`config.mk`:
```
export PLATFORM = sky130hd
export DESIGN_NAME = tile_ram_arbiter_flat
export DESIGN_NICKNAME = d
export VERILOG_FILES = /design/src/rtl/tile_ram_arbiter_pkg.sv /design/src/rtl/tile_ram_arbiter_if.sv /design/src/rtl/tile_ram_arbiter_tile_index_calc.sv /design/src/rtl/tile_ram_arbiter.sv /design/src/flat_wrapper.sv
export SDC_FILE = /design/constraint.sdc
export NUM_CORES = 1
export LEC_CHECK = 0
export CAP_MARGIN = 20
export CELL_PAD_IN_SITES_DETAIL_PLACEMENT = 1
export CELL_PAD_IN_SITES_GLOBAL_PLACEMENT = 1
export CORE_MARGIN = 2
export CORE_UTILIZATION = 43
export DETAILED_ROUTE_END_ITERATION = 10
export PLACE_DENSITY_LB_ADDON = 0.2
export SYNTH_ARGS = -nofsm -noshare
export SYNTH_HDL_FRONTEND = slang
export SYNTH_SLANG_ARGS = --single-unit
```
`constraint.sdc`:
```
create_clock -name clk -period 11.3 [get_ports clk]
set_input_delay 1.13 -clock clk [delete_from_list [all_inputs] [get_ports clk]]
set_output_delay 1.13 -clock clk [all_outputs]
set_load 0.01 [all_outputs]
```
`src/rtl/tile_ram_arbiter_pkg.sv`:
```
// Shared video constants and arbiter FSM encoding for the tile RAM path.
package tile_ram_arbiter_pkg;

  localparam int unsigned SCREEN_W      = 640;
  localparam int unsigned SCREEN_H      = 480;
  localparam int unsigned TILE_SHIFT    = 5;
  localparam int unsigned TILE_SIZE     = 32;
  localparam int unsigned TILE_Y0_DEF   = 100;
  localparam int unsigned TILE_COLS_DEF = 20;
  localparam int unsigned TILE_ROWS_DEF = 10;
  localparam int unsigned LOOKAHEAD_DEF = 8;

  typedef enum logic [1:0] {
    IDLE        = 2'd0,
    DISP_WAIT   = 2'd1,
    CPU_RD_WAIT = 2'd2,
    CPU_ACK     = 2'd3
  } arb_state_t;

endpackage

```
`src/rtl/tile_ram_arbiter_if.sv`:
```
// Game-logic access bus into the tile RAM arbiter.
interface tile_ram_arbiter_if;
  logic       cpu_req;
  logic       cpu_we;
  logic [7:0] cpu_addr;
  logic [3:0] cpu_wdata;
  logic       cpu_ack;
  logic [3:0] cpu_rdata;

  modport master (output cpu_req, cpu_we, cpu_addr, cpu_wdata,
                  input  cpu_ack, cpu_rdata);
  modport slave  (input  cpu_req, cpu_we, cpu_addr, cpu_wdata,
                  output cpu_ack, cpu_rdata);
endinterface

```
`src/rtl/tile_ram_arbiter_tile_index_calc.sv`:
```
// Maps a pixel position to its tile index and flags whether it lies in the tile area.
module tile_index_calc
  import tile_ram_arbiter_pkg::*;
#(
  parameter int unsigned TILE_Y0   = TILE_Y0_DEF,
  parameter int unsigned TILE_COLS = TILE_COLS_DEF,
  parameter int unsigned TILE_ROWS = TILE_ROWS_DEF
) (
  input  logic [9:0] x,
  input  logic [9:0] y,
  output logic [7:0] idx,
  output logic       in_area
);

  logic [9:0] dy;
  logic [4:0] row;
  logic [4:0] col;

  // Row/column split of the 32x32 grid; idx is only meaningful when in_area is set.
  always_comb begin
    dy      = y - 10'(TILE_Y0);
    row     = 5'(dy >> TILE_SHIFT);
    col     = 5'(x >> TILE_SHIFT);
    in_area = (y >= 10'(TILE_Y0)) &&
              (y <  10'(TILE_Y0 + TILE_ROWS * TILE_SIZE)) &&
              (x <  10'(TILE_COLS * TILE_SIZE));
    idx     = 8'(row) * 8'(TILE_COLS) + 8'(col);
  end

endmodule

```
`src/rtl/tile_ram_arbiter.sv`:
```
// Shares one single-port tile RAM between display prefetch and game-logic access.
module tile_ram_arbiter
  import tile_ram_arbiter_pkg::*;
#(
  parameter int unsigned LOOKAHEAD = LOOKAHEAD_DEF,
  parameter int unsigned TILE_Y0   = TILE_Y0_DEF,
  parameter int unsigned TILE_COLS = TILE_COLS_DEF,
  parameter int unsigned TILE_ROWS = TILE_ROWS_DEF
) (
  input  logic                     clk,
  input  logic                     rst_n,
  input  logic [9:0]               pixel_x,
  input  logic [9:0]               pixel_y,
  input  logic                     vid_on,
  tile_ram_arbiter_if.slave        cpu,
  output logic [7:0]               ram_addr,
  output logic                     ram_we,
  output logic [3:0]               ram_wdata,
  input  logic [3:0]               ram_rdata,
  output logic [3:0]               tile_data,
  output logic                     tile_valid
);

  arb_state_t state, state_nxt;

  logic [10:0] la_sum;
  logic [9:0]  la_x, la_y;
  logic [7:0]  la_idx, cur_idx;
  logic        la_in_area, cur_in_area;
  logic [7:0]  next_idx, ram_addr_q;
  logic [3:0]  next_tile, ram_wdata_q, cpu_rdata_q;
  logic        next_valid, accept_dis, disp_need, cpu_oob, wr_grant;

  // Lookahead point; running past the right edge continues on the next row.
  always_comb begin
    la_sum = {1'b0, pixel_x} + 11'(LOOKAHEAD);
    if (la_sum >= 11'(SCREEN_W)) begin
      la_x = 10'(la_sum - 11'(SCREEN_W));
      la_y = pixel_y + 10'd1;
    end else begin
      la_x = la_sum[9:0];
      la_y = pixel_y;
    end
  end

  tile_index_calc #(.TILE_Y0(TILE_Y0), .TILE_COLS(TILE_COLS), .TILE_ROWS(TILE_ROWS))
    u_cur_idx (.x(pixel_x), .y(pixel_y), .idx(cur_idx), .in_area(cur_in_area));

  tile_index_calc #(.TILE_Y0(TILE_Y0), .TILE_COLS(TILE_COLS), .TILE_ROWS(TILE_ROWS))
    u_la_idx (.x(la_x), .y(la_y), .idx(la_idx), .in_area(la_in_area));

  assign disp_need     = la_in_area && (!next_valid || (la_idx != next_idx));
  assign cpu_oob       = cpu.cpu_addr >= 8'(TILE_COLS * TILE_ROWS);
  assign cpu.cpu_ack   = (state == CPU_ACK);
  assign cpu.cpu_rdata = cpu_rdata_q;

  // FSM state register.
  always_ff @(posedge clk or negedge rst_n) begin
    if (!rst_n) state <= IDLE;
    else        state <= state_nxt;
  end

  // Grant decode; RAM address/data are driven in the grant cycle and held afterwards.
  // Grants are masked by rst_n because the grant-cycle outputs are combinational.
  always_comb begin
    state_nxt = state;
    ram_we    = 1'b0;
    ram_addr  = ram_addr_q;
    ram_wdata = ram_wdata_q;
    wr_grant  = 1'b0;
    case (state)
      IDLE: begin
        if (rst_n) begin
          if (disp_need) begin
            ram_addr  = la_idx;
            state_nxt = DISP_WAIT;
          end else if (cpu.cpu_req && !accept_dis) begin
            if (cpu.cpu_we) begin
              state_nxt = CPU_ACK;
              if (!cpu_oob) begin
                ram_we    = 1'b1;
                ram_addr  = cpu.cpu_addr;
                ram_wdata = cpu.cpu_wdata;
                wr_grant  = 1'b1;
              end
            end else begin
              state_nxt = CPU_RD_WAIT;
              if (!cpu_oob) ram_addr = cpu.cpu_addr;
            end
          end
        end
      end
      DISP_WAIT:   state_nxt = IDLE;
      CPU_RD_WAIT: state_nxt = CPU_ACK;
      CPU_ACK:     state_nxt = IDLE;
      default:     state_nxt = IDLE;
    endcase
  end

  // Prefetch buffer, CPU read data and held RAM bus; ram_addr_q doubles as the fetched index.
  always_ff @(posedge clk or negedge rst_n) begin
    if (!rst_n) begin
      ram_addr_q  <= '0;
      ram_wdata_q <= '0;
      next_idx    <= '0;
      next_tile   <= '0;
      next_valid  <= 1'b0;
      accept_dis  <= 1'b0;
      cpu_rdata_q <= '0;
    end else begin
      ram_addr_q  <= ram_addr;
      ram_wdata_q <= ram_wdata;
      accept_dis  <= (state == CPU_ACK);
      if (state == DISP_WAIT) begin
        next_tile  <= ram_rdata;
        next_idx   <= ram_addr_q;
        next_valid <= 1'b1;
      end else if (wr_grant && (cpu.cpu_addr == next_idx)) begin
        next_valid <= 1'b0;
      end
      if (state == CPU_RD_WAIT) cpu_rdata_q <= cpu_oob ? '0 : ram_rdata;
    end
  end

  // Promote the prefetched tile once the scan reaches it.
  always_ff @(posedge clk or negedge rst_n) begin
    if (!rst_n) begin
      tile_data  <= '0;
      tile_valid <= 1'b0;
    end else if (!vid_on || !cur_in_area) begin
      tile_valid <= 1'b0;
    end else if (next_valid && (cur_idx == next_idx)) begin
      tile_data  <= next_tile;
      tile_valid <= 1'b1;
    end
  end

endmodule

```
`src/flat_wrapper.sv`:
```
// flat-port wrapper written by rule: the top's interface ports become plain ports
module tile_ram_arbiter_flat import tile_ram_arbiter_pkg::*;
#(
  parameter int unsigned LOOKAHEAD = LOOKAHEAD_DEF,
  parameter int unsigned TILE_Y0   = TILE_Y0_DEF,
  parameter int unsigned TILE_COLS = TILE_COLS_DEF,
  parameter int unsigned TILE_ROWS = TILE_ROWS_DEF
)
  (clk, rst_n, pixel_x, pixel_y, vid_on, ram_addr, ram_we, ram_wdata, ram_rdata, tile_data, tile_valid, cpu_cpu_req, cpu_cpu_we, cpu_cpu_addr, cpu_cpu_wdata, cpu_cpu_ack, cpu_cpu_rdata);
  tile_ram_arbiter_if cpu_i ();
  input  logic clk;
  input  logic rst_n;
  input  logic [9:0] pixel_x;
  input  logic [9:0] pixel_y;
  input  logic vid_on;
  output logic [7:0] ram_addr;
  output logic ram_we;
  output logic [3:0] ram_wdata;
  input  logic [3:0] ram_rdata;
  output logic [3:0] tile_data;
  output logic tile_valid;
  input wire logic [$bits(cpu_i.cpu_req)-1:0] cpu_cpu_req;
  input wire logic [$bits(cpu_i.cpu_we)-1:0] cpu_cpu_we;
  input wire logic [$bits(cpu_i.cpu_addr)-1:0] cpu_cpu_addr;
  input wire logic [$bits(cpu_i.cpu_wdata)-1:0] cpu_cpu_wdata;
  output wire logic [$bits(cpu_i.cpu_ack)-1:0] cpu_cpu_ack;
  output wire logic [$bits(cpu_i.cpu_rdata)-1:0] cpu_cpu_rdata;
  assign cpu_i.cpu_req = cpu_cpu_req;
  assign cpu_i.cpu_we = cpu_cpu_we;
  assign cpu_i.cpu_addr = cpu_cpu_addr;
  assign cpu_i.cpu_wdata = cpu_cpu_wdata;
  assign cpu_cpu_ack = cpu_i.cpu_ack;
  assign cpu_cpu_rdata = cpu_i.cpu_rdata;
  tile_ram_arbiter #(.LOOKAHEAD(LOOKAHEAD), .TILE_Y0(TILE_Y0), .TILE_COLS(TILE_COLS), .TILE_ROWS(TILE_ROWS)) u_core (.clk(clk), .rst_n(rst_n), .pixel_x(pixel_x), .pixel_y(pixel_y), .vid_on(vid_on), .cpu(cpu_i), .ram_addr(ram_addr), .ram_we(ram_we), .ram_wdata(ram_wdata), .ram_rdata(ram_rdata), .tile_data(tile_data), .tile_valid(tile_valid));
endmodule
```
==> flow_summary.toml, run 1 <==
[clock_network]
ctsResizeCount = 0
cts_buffers = 5
cts_setup_buffers = 0
clock_latency_ns = 0.29
cts_hold_buf = 0
cts.sinks = 37
ctsRootBufferMaster = "clkbuf_8"
clockBufferDepth = 2
cts_max_level = 2
cts_tree = "yes"
clk_pin_slew_ns = 0.08

[hold_path]
hold_path.class = "reg -> reg"

[synth]
synth_area_leaders = "dfrtp_1, xnor2_1, mux2_2, ha_1, xor2_1"
synth_seq_area_share_pct = 29.4
yosysTopAreaCellShare_pct = 29.4
async_reset_ff_share_pct = 100
synthesis.area_mm2 = 0.00315
synthDistinctLibCells = 55
synth_warnings = 0
synth.avg_cell_area_um2 = 9.80
synth_flop_cell = "dfrtp_1"
synth_edf_count = 0
synth-seq-cells = 37
yosysTopAreaCell = "dfrtp_1"
synth_cells = 321
synth_nets = 383

[global_route]
antenna_found_initial = 0
first_global_vias = 2769
grt_usage_pct = 21.9
grt_max_degree = 40
overflow = 0
grt_first_pass_wirelength_mm = 13.6

[power]
p_sw_w = 0.000285
comb_power_share_pct = 53.3
p_int_w = 0.000477
powerDensity_mw_per_mm2 = 191
seq_power_share_pct = 30.9
clkPwrFrac_pct = 15.8
power_switching_share_pct = 37.4
leakage_nw = 1.62
ir_drop_mv = 0.115

[layout]
final.fill_count = 807
drive_gt1_share_pct = 11.3
final_cell_count_no_fill = 481
nets = 443
final_common_cell = "clkdlybuf4s50_1"
seq_area_um2 = 926
mostFrequentLayoutCells = "clkdlybuf4s50_1, dfrtp_1, xnor2_1, inv_1, nand2_1"
syn2layout_area_growth_pct = 26.6
multi_input_area_mm2 = 0.00207
num_antenna_cells = 0

[setup_path]
crit_path_max_fanout = 13
arrival_ns = 8.64
crit_type = "in -> out"
cp.required_ns = 10.17
critPathCaptureType = "output port"
critPathLaunchType = "input port"

[timing]
hold_viol_final = 0
timing.final.crit_share_pct = 86.4
fmax_mhz = 102
slew_violations = 0
max_slew.worst_pin.slew_ns = 0.859
tns_ns = 0
holdWs_ns = 0.494
period_needed_ns = 9.77
grt_setup_unrepaired = "no"
finalSetupViolCount = 0
skew_ns = 0.00575
max_slew_margin_pct = 42.3

[drt]
drcViolationCount = 0
first_pass_iters = 4
wirelength_mm = 8.34
viasPerCell = 5.44
final_antenna_net_count = 0
drt-wirelength-per-cell_um = 17.3
drt_iter0_drc = 94
dr_total_vias = 2615

[die]
die-area_mm2 = 0.00802
ioPinCount = 64
initial_utilization_pct = 43.9
fp.dieH_um = 89.5
die_x_um = 89.5
num_rows = 31
core-area_mm2 = 0.00718

[placement]
port_buffers = 63
dp_cells = 473
finalWeightedCongestion = 0.827
hpwl_mm = 6.68

[flow_run]
cap_violations = 0

[outcome]
status = "finished clean"
-- layout make-up --
type / instances / share of cell area (%)
Clock buffer: 7 / 2.17
Clock inverter: 1 / 0.754
Inverter: 25 / 2.36
Multi-Input combinational cell: 246 / 52.1
Sequential cell: 37 / 23.2
Tap cell: 99 / 3.11
Timing Repair Buffer: 66 / 16.3
-- per-stage QoR --
step | power (W) | cell area (um2) | worst slack (ns) | util [%]
2_1_floorplan | 0.000488 | 3150 | 3.78 | -
3_3_place_gp | 0.000624 | 3870 | 1.88 | 53.9
3_5_place_dp | 0.000645 | 3870 | 1.55 | 53.9
4_1_cts | 0.000767 | 3980 | 1.51 | 55.5
5_1_grt | 0.000815 | 3980 | 0.853 | 55.5
6_report | 0.000762 | 3980 | 1.53 | 55.5
-- Yosys cell counts (5+ instances only) --
| library cell | number |
|---|---|
| a21o_1 | 5 |
| nor2_1 | 7 |
| a221oi_1 | 7 |
| nor2b_1 | 5 |
| nand3_1 | 10 |
| mux2i_1 | 7 |
| clkbuf_1 | 8 |
| nand2_1 | 22 |
| inv_1 | 25 |
| xor2_1 | 15 |
| o21ai_0 | 10 |
| ha_1 | 17 |
| a21oi_1 | 6 |
| nand4_1 | 8 |
| mux2_2 | 20 |
| nor3_1 | 12 |
| xnor2_1 | 34 |
| dfrtp_1 | 37 |
-- worst paths after layout --
path,from,endpoint,slack [ns],cells after the start
min in group asynchronous,rst_n,u_core.tile_data[3]$_DFFE_PN0P_,0.90,2
max in group asynchronous,rst_n,u_core.next_idx[5]$_DFFE_PN0P_,10.04,2
min,u_core.cpu.cpu_rdata[1]$_DFFE_PN0P_,u_core.cpu.cpu_rdata[1]$_DFFE_PN0P_,0.49,2
max reg2reg,u_core.next_idx[0]$_DFFE_PN0P_,u_core.ram_addr_q[0]$_DFF_PN0_,8.09,8
max,pixel_x[5],ram_addr[0],1.53,24
min reg2reg,u_core.cpu.cpu_rdata[1]$_DFFE_PN0P_,u_core.cpu.cpu_rdata[1]$_DFFE_PN0P_,0.49,2
-- power groups by stage --
stage	combinational (W)	sequential (W)	clock, W
detailed placement	0.000406	0.000239	0
floorplan	0.000265	0.000223	0
finish	0.000406	0.000236	0.000120
global route	0.000446	0.000243	0.000126
CTS	0.000411	0.000236	0.000120
global placement	0.000390	0.000234	0
-- critical path, cell delays in order --
cell and delay, ns:
clkdlybuf4s50_1 0.60, and4_1 0.40, nand2_1 0.12, xnor2_1 0.17
inv_1 0.11, ha_1 0.34, nor2b_2 0.13, a221oi_4 0.46
nor3_1 0.16, a2111oi_4 0.45, o21ai_2 0.18, xnor2_1 0.25
ha_1 0.28, ha_1 0.20, inv_1 0.06, fa_1 0.47
nor3b_1 0.39, xor2_1 0.18, nand4b_1 0.13, o2111ai_1 0.16
nor4_4 0.75, mux2i_1 0.40, a221oi_1 0.48, clkdlybuf4s50_1 0.62
-- state kept, by name, indices dropped and copies added (netlist names) --
register              flops
u_core.accept_dis         1
u_core.cpu.cpu_rdata      4
u_core.next_idx           8
u_core.next_tile          4
u_core.next_valid         1
u_core.ram_addr_q         8
u_core.ram_wdata_q        4
u_core.state              2
u_core.tile_data          4
u_core.tile_valid         1
-- per-layer routing --
| metal | vias to the layer above | GRT usage, % | wire [um] | part of all wire, % |
|---|---|---|---|---|
| li1 | 1261 | - | - | - |
| met1 | 1309 | 30.8 | 3860 | 46 |
| met2 | 41 | 36.6 | 4240 | 51 |
| met3 | 4 | 2.68 | 191 | 2.3 |
| met4 | 0 | 3.93 | 50 | 0.60 |
| met5 | - | 0 | 0 | 0 |
-- kinds of logic (layout without fill, tap and decap cells) --
kind of cell,after synthesis,after routing,synth area share [%]
compound gates,50,50,12.9
xor+xnor,53,53,16.3
fa+ha+maj,21,21,9.30
buf+inv,38,99,4.65
flops,37,37,29.4
mux,27,27,9.38
simple gates,95,95,18.0
Note: power is estimated with default switching activity, not from simulation.
==> inputs of run 2 (changes only) <==
==> constraint.sdc (replaced) <==
create_clock -name clk -period 12.66 [get_ports clk]
set_input_delay 2.532 -clock clk [delete_from_list [all_inputs] [get_ports clk]]
set_output_delay 2.532 -clock clk [all_outputs]
set_load 0.01 [all_outputs]
==> run 2 against run 1 <==
Against the previous run: non-clock buffer count rose by 6; highest routed layer unchanged; clock skew shrank 0.0013 ns; via count grew 1.7%; combinational power shrank 9.9%; sequential share of layout area down 0.12 points; final cell count rose by 1.2%; first-iteration DRC count down 11%; largest cell class unchanged; sequential power down 10%; critical path depth rose by 1; clock-buffer cell count is 2 lower; register-to-register slack improved by 1.6 ns; critical path type unchanged.
==> flow_summary.toml, run 2 (same netlist as run 1, synthesis figures left out) <==
[power]
ir_drop_mv = 0.0991
p_sw_w = 0.000258
leakage_nw = 1.63
clkPwrFrac_pct = 12.5
seq_power_share_pct = 32.1
comb_power_share_pct = 55.5
power_switching_share_pct = 39.1
p_total_w = 0.000660
powerDensity_mw_per_mm2 = 165
p_int_w = 0.000402

[global_route]
antenna_found_initial = 0
grt_max_degree = 40
grt_first_pass_wirelength_mm = 14.0
overflow = 0
grt_usage_pct = 22.4
first_global_vias = 2800

[setup_path]
arrival_ns = 9.74
cp.required_ns = 10.13
crit_type = "in -> out"
crit_path_max_fanout = 9
crit_slowest_cell = "mux2i_1"
critPathCaptureType = "output port"
max_stage_delay_ns = 0.71
critPathLaunchType = "input port"
reg2reg_depth = 8

[layout]
final.fill_count = 816
multi_input_area_mm2 = 0.00208
seq_area_um2 = 926
num_antenna_cells = 0
nets = 449
syn2layout_area_growth_pct = 27.2
top_regs = "u_core.next_idx x8, u_core.ram_addr_q x8"
mostFrequentLayoutCells = "clkdlybuf4s50_1, dfrtp_1, xnor2_1, inv_1, nand2_1"
final_common_cell = "clkdlybuf4s50_1"
drive_gt1_share_pct = 13.1

[clock_network]
cts_hold_buf = 0
clockBufferDepth = 2
cts_tree = "yes"
cts_max_level = 2
cts_buffers = 5
cts.sinks = 37
clk_pin_slew_ns = 0.08
clock_latency_ns = 0.29
ctsRootBufferMaster = "clkbuf_8"

[placement]
hpwl_mm = 6.74
post-place-ws_ns = 0.269
port_buffers = 63
finalWeightedCongestion = 0.844

[timing]
skew_ns = 0.00449
fmax_mhz = 81.5
layout_setup_ws_ns = 0.392
finalSetupViolCount = 0
timing.final.crit_share_pct = 96.9
period_needed_ns = 12.27
hold_viol_final = 0
max_slew_margin_pct = 44.8
max_slew.worst_pin.slew_ns = 0.822
slew_violations = 0

[drt]
first_pass_iters = 4
dr_total_vias = 2660
viasPerCell = 5.46
drcViolationCount = 0
drt_iter0_drc = 84
drt-wirelength-per-cell_um = 17.6
wirelength_mm = 8.56
final_antenna_net_count = 0

[die]
ioPinCount = 64
die_x_um = 89.5
initial_utilization_pct = 43.9
fp.dieH_um = 89.5
core-area_mm2 = 0.00718
die-area_mm2 = 0.00802
num_rows = 31

[hold_path]
hold_path_depth = 2
hold_path.class = "reg -> reg"

[outcome]
status = "finished clean"

[flow_run]
cap_violations = 0
## run 2: layout make-up
cell class	count	share of cell area, %
Clock inverter	3	0.437
Clock buffer	5	1.72
Multi-Input combinational cell	246	52.0
Inverter	25	2.34
Tap cell	99	3.09
Sequential cell	37	23.1
Timing Repair Buffer	72	17.3
## run 2: timing repair
action / 4_1_cts / 5_1_grt
setup buffers: 0 / 5
endpoints found under the setup margin: 0 / 11
gates resized for setup: 0 / 1
hold endpoints to repair: 0 / 0
## run 2: power groups by stage
stage | registers [W] | logic, W | clock network (W)
after floorplan | 0.000199 | 0.000237 | 0
after global placement | 0.000210 | 0.000348 | 0
after detailed placement | 0.000213 | 0.000361 | 0
after CTS | 0.000211 | 0.000365 | 0.0000843
after global routing | 0.000218 | 0.000401 | 0.0000900
final | 0.000212 | 0.000366 | 0.0000822
## run 2: worst paths after layout
check	endpoint	startpoint	slack, ns
max	ram_addr[2]	pixel_x[5]	0.39
min	u_core.cpu.cpu_rdata[1]$_DFFE_PN0P_	u_core.cpu.cpu_rdata[1]$_DFFE_PN0P_	0.49
max reg2reg	u_core.ram_addr_q[2]$_DFF_PN0_	u_core.next_idx[0]$_DFFE_PN0P_	9.64
min reg2reg	u_core.cpu.cpu_rdata[1]$_DFFE_PN0P_	u_core.cpu.cpu_rdata[1]$_DFFE_PN0P_	0.49
max in group asynchronous	u_core.next_idx[5]$_DFFE_PN0P_	rst_n	10.03
min in group asynchronous	u_core.tile_data[3]$_DFFE_PN0P_	rst_n	2.29
## run 2: metrics by stage
stage / util [%] / instance area (um2) / hold slack (ns) / TNS (ns) / instances
finish: 55.8 / 4000 / 0.486 / 0 / 487
global route: 55.8 / 4000 / 0.532 / -0.552 / 487
CTS: 55.2 / 3960 / 0.497 / 0 / 482
detailed placement: 54.0 / 3870 / 0.480 / 0 / 474
global placement: 54.0 / 3870 / 0.465 / 0 / 474
floorplan: - / 3150 / 0.432 / 0 / 321
## run 2: worst max-delay path: cells and delay by family
kind / cells / cell delay, ns
AO/OA/AOI/OAI: 5 / 1.19
XOR/XNOR: 3 / 0.63
adder cells (fa/ha/maj): 4 / 1.28
buffers and inverters: 5 / 1.48
multiplexers: 2 / 0.83
AND/OR/NAND/NOR: 6 / 1.80
## run 2: routing by layer
| metal | up-vias | part of all wire, % | track usage [%] |
|---|---|---|---|
| li1 | 1270 | - | - |
| met1 | 1336 | 47 | 32.1 |
| met2 | 50 | 49 | 36.8 |
| met3 | 4 | 3.2 | 3.23 |
| met4 | 0 | 0.47 | 3.12 |
| met5 | - | 0 | 0 |
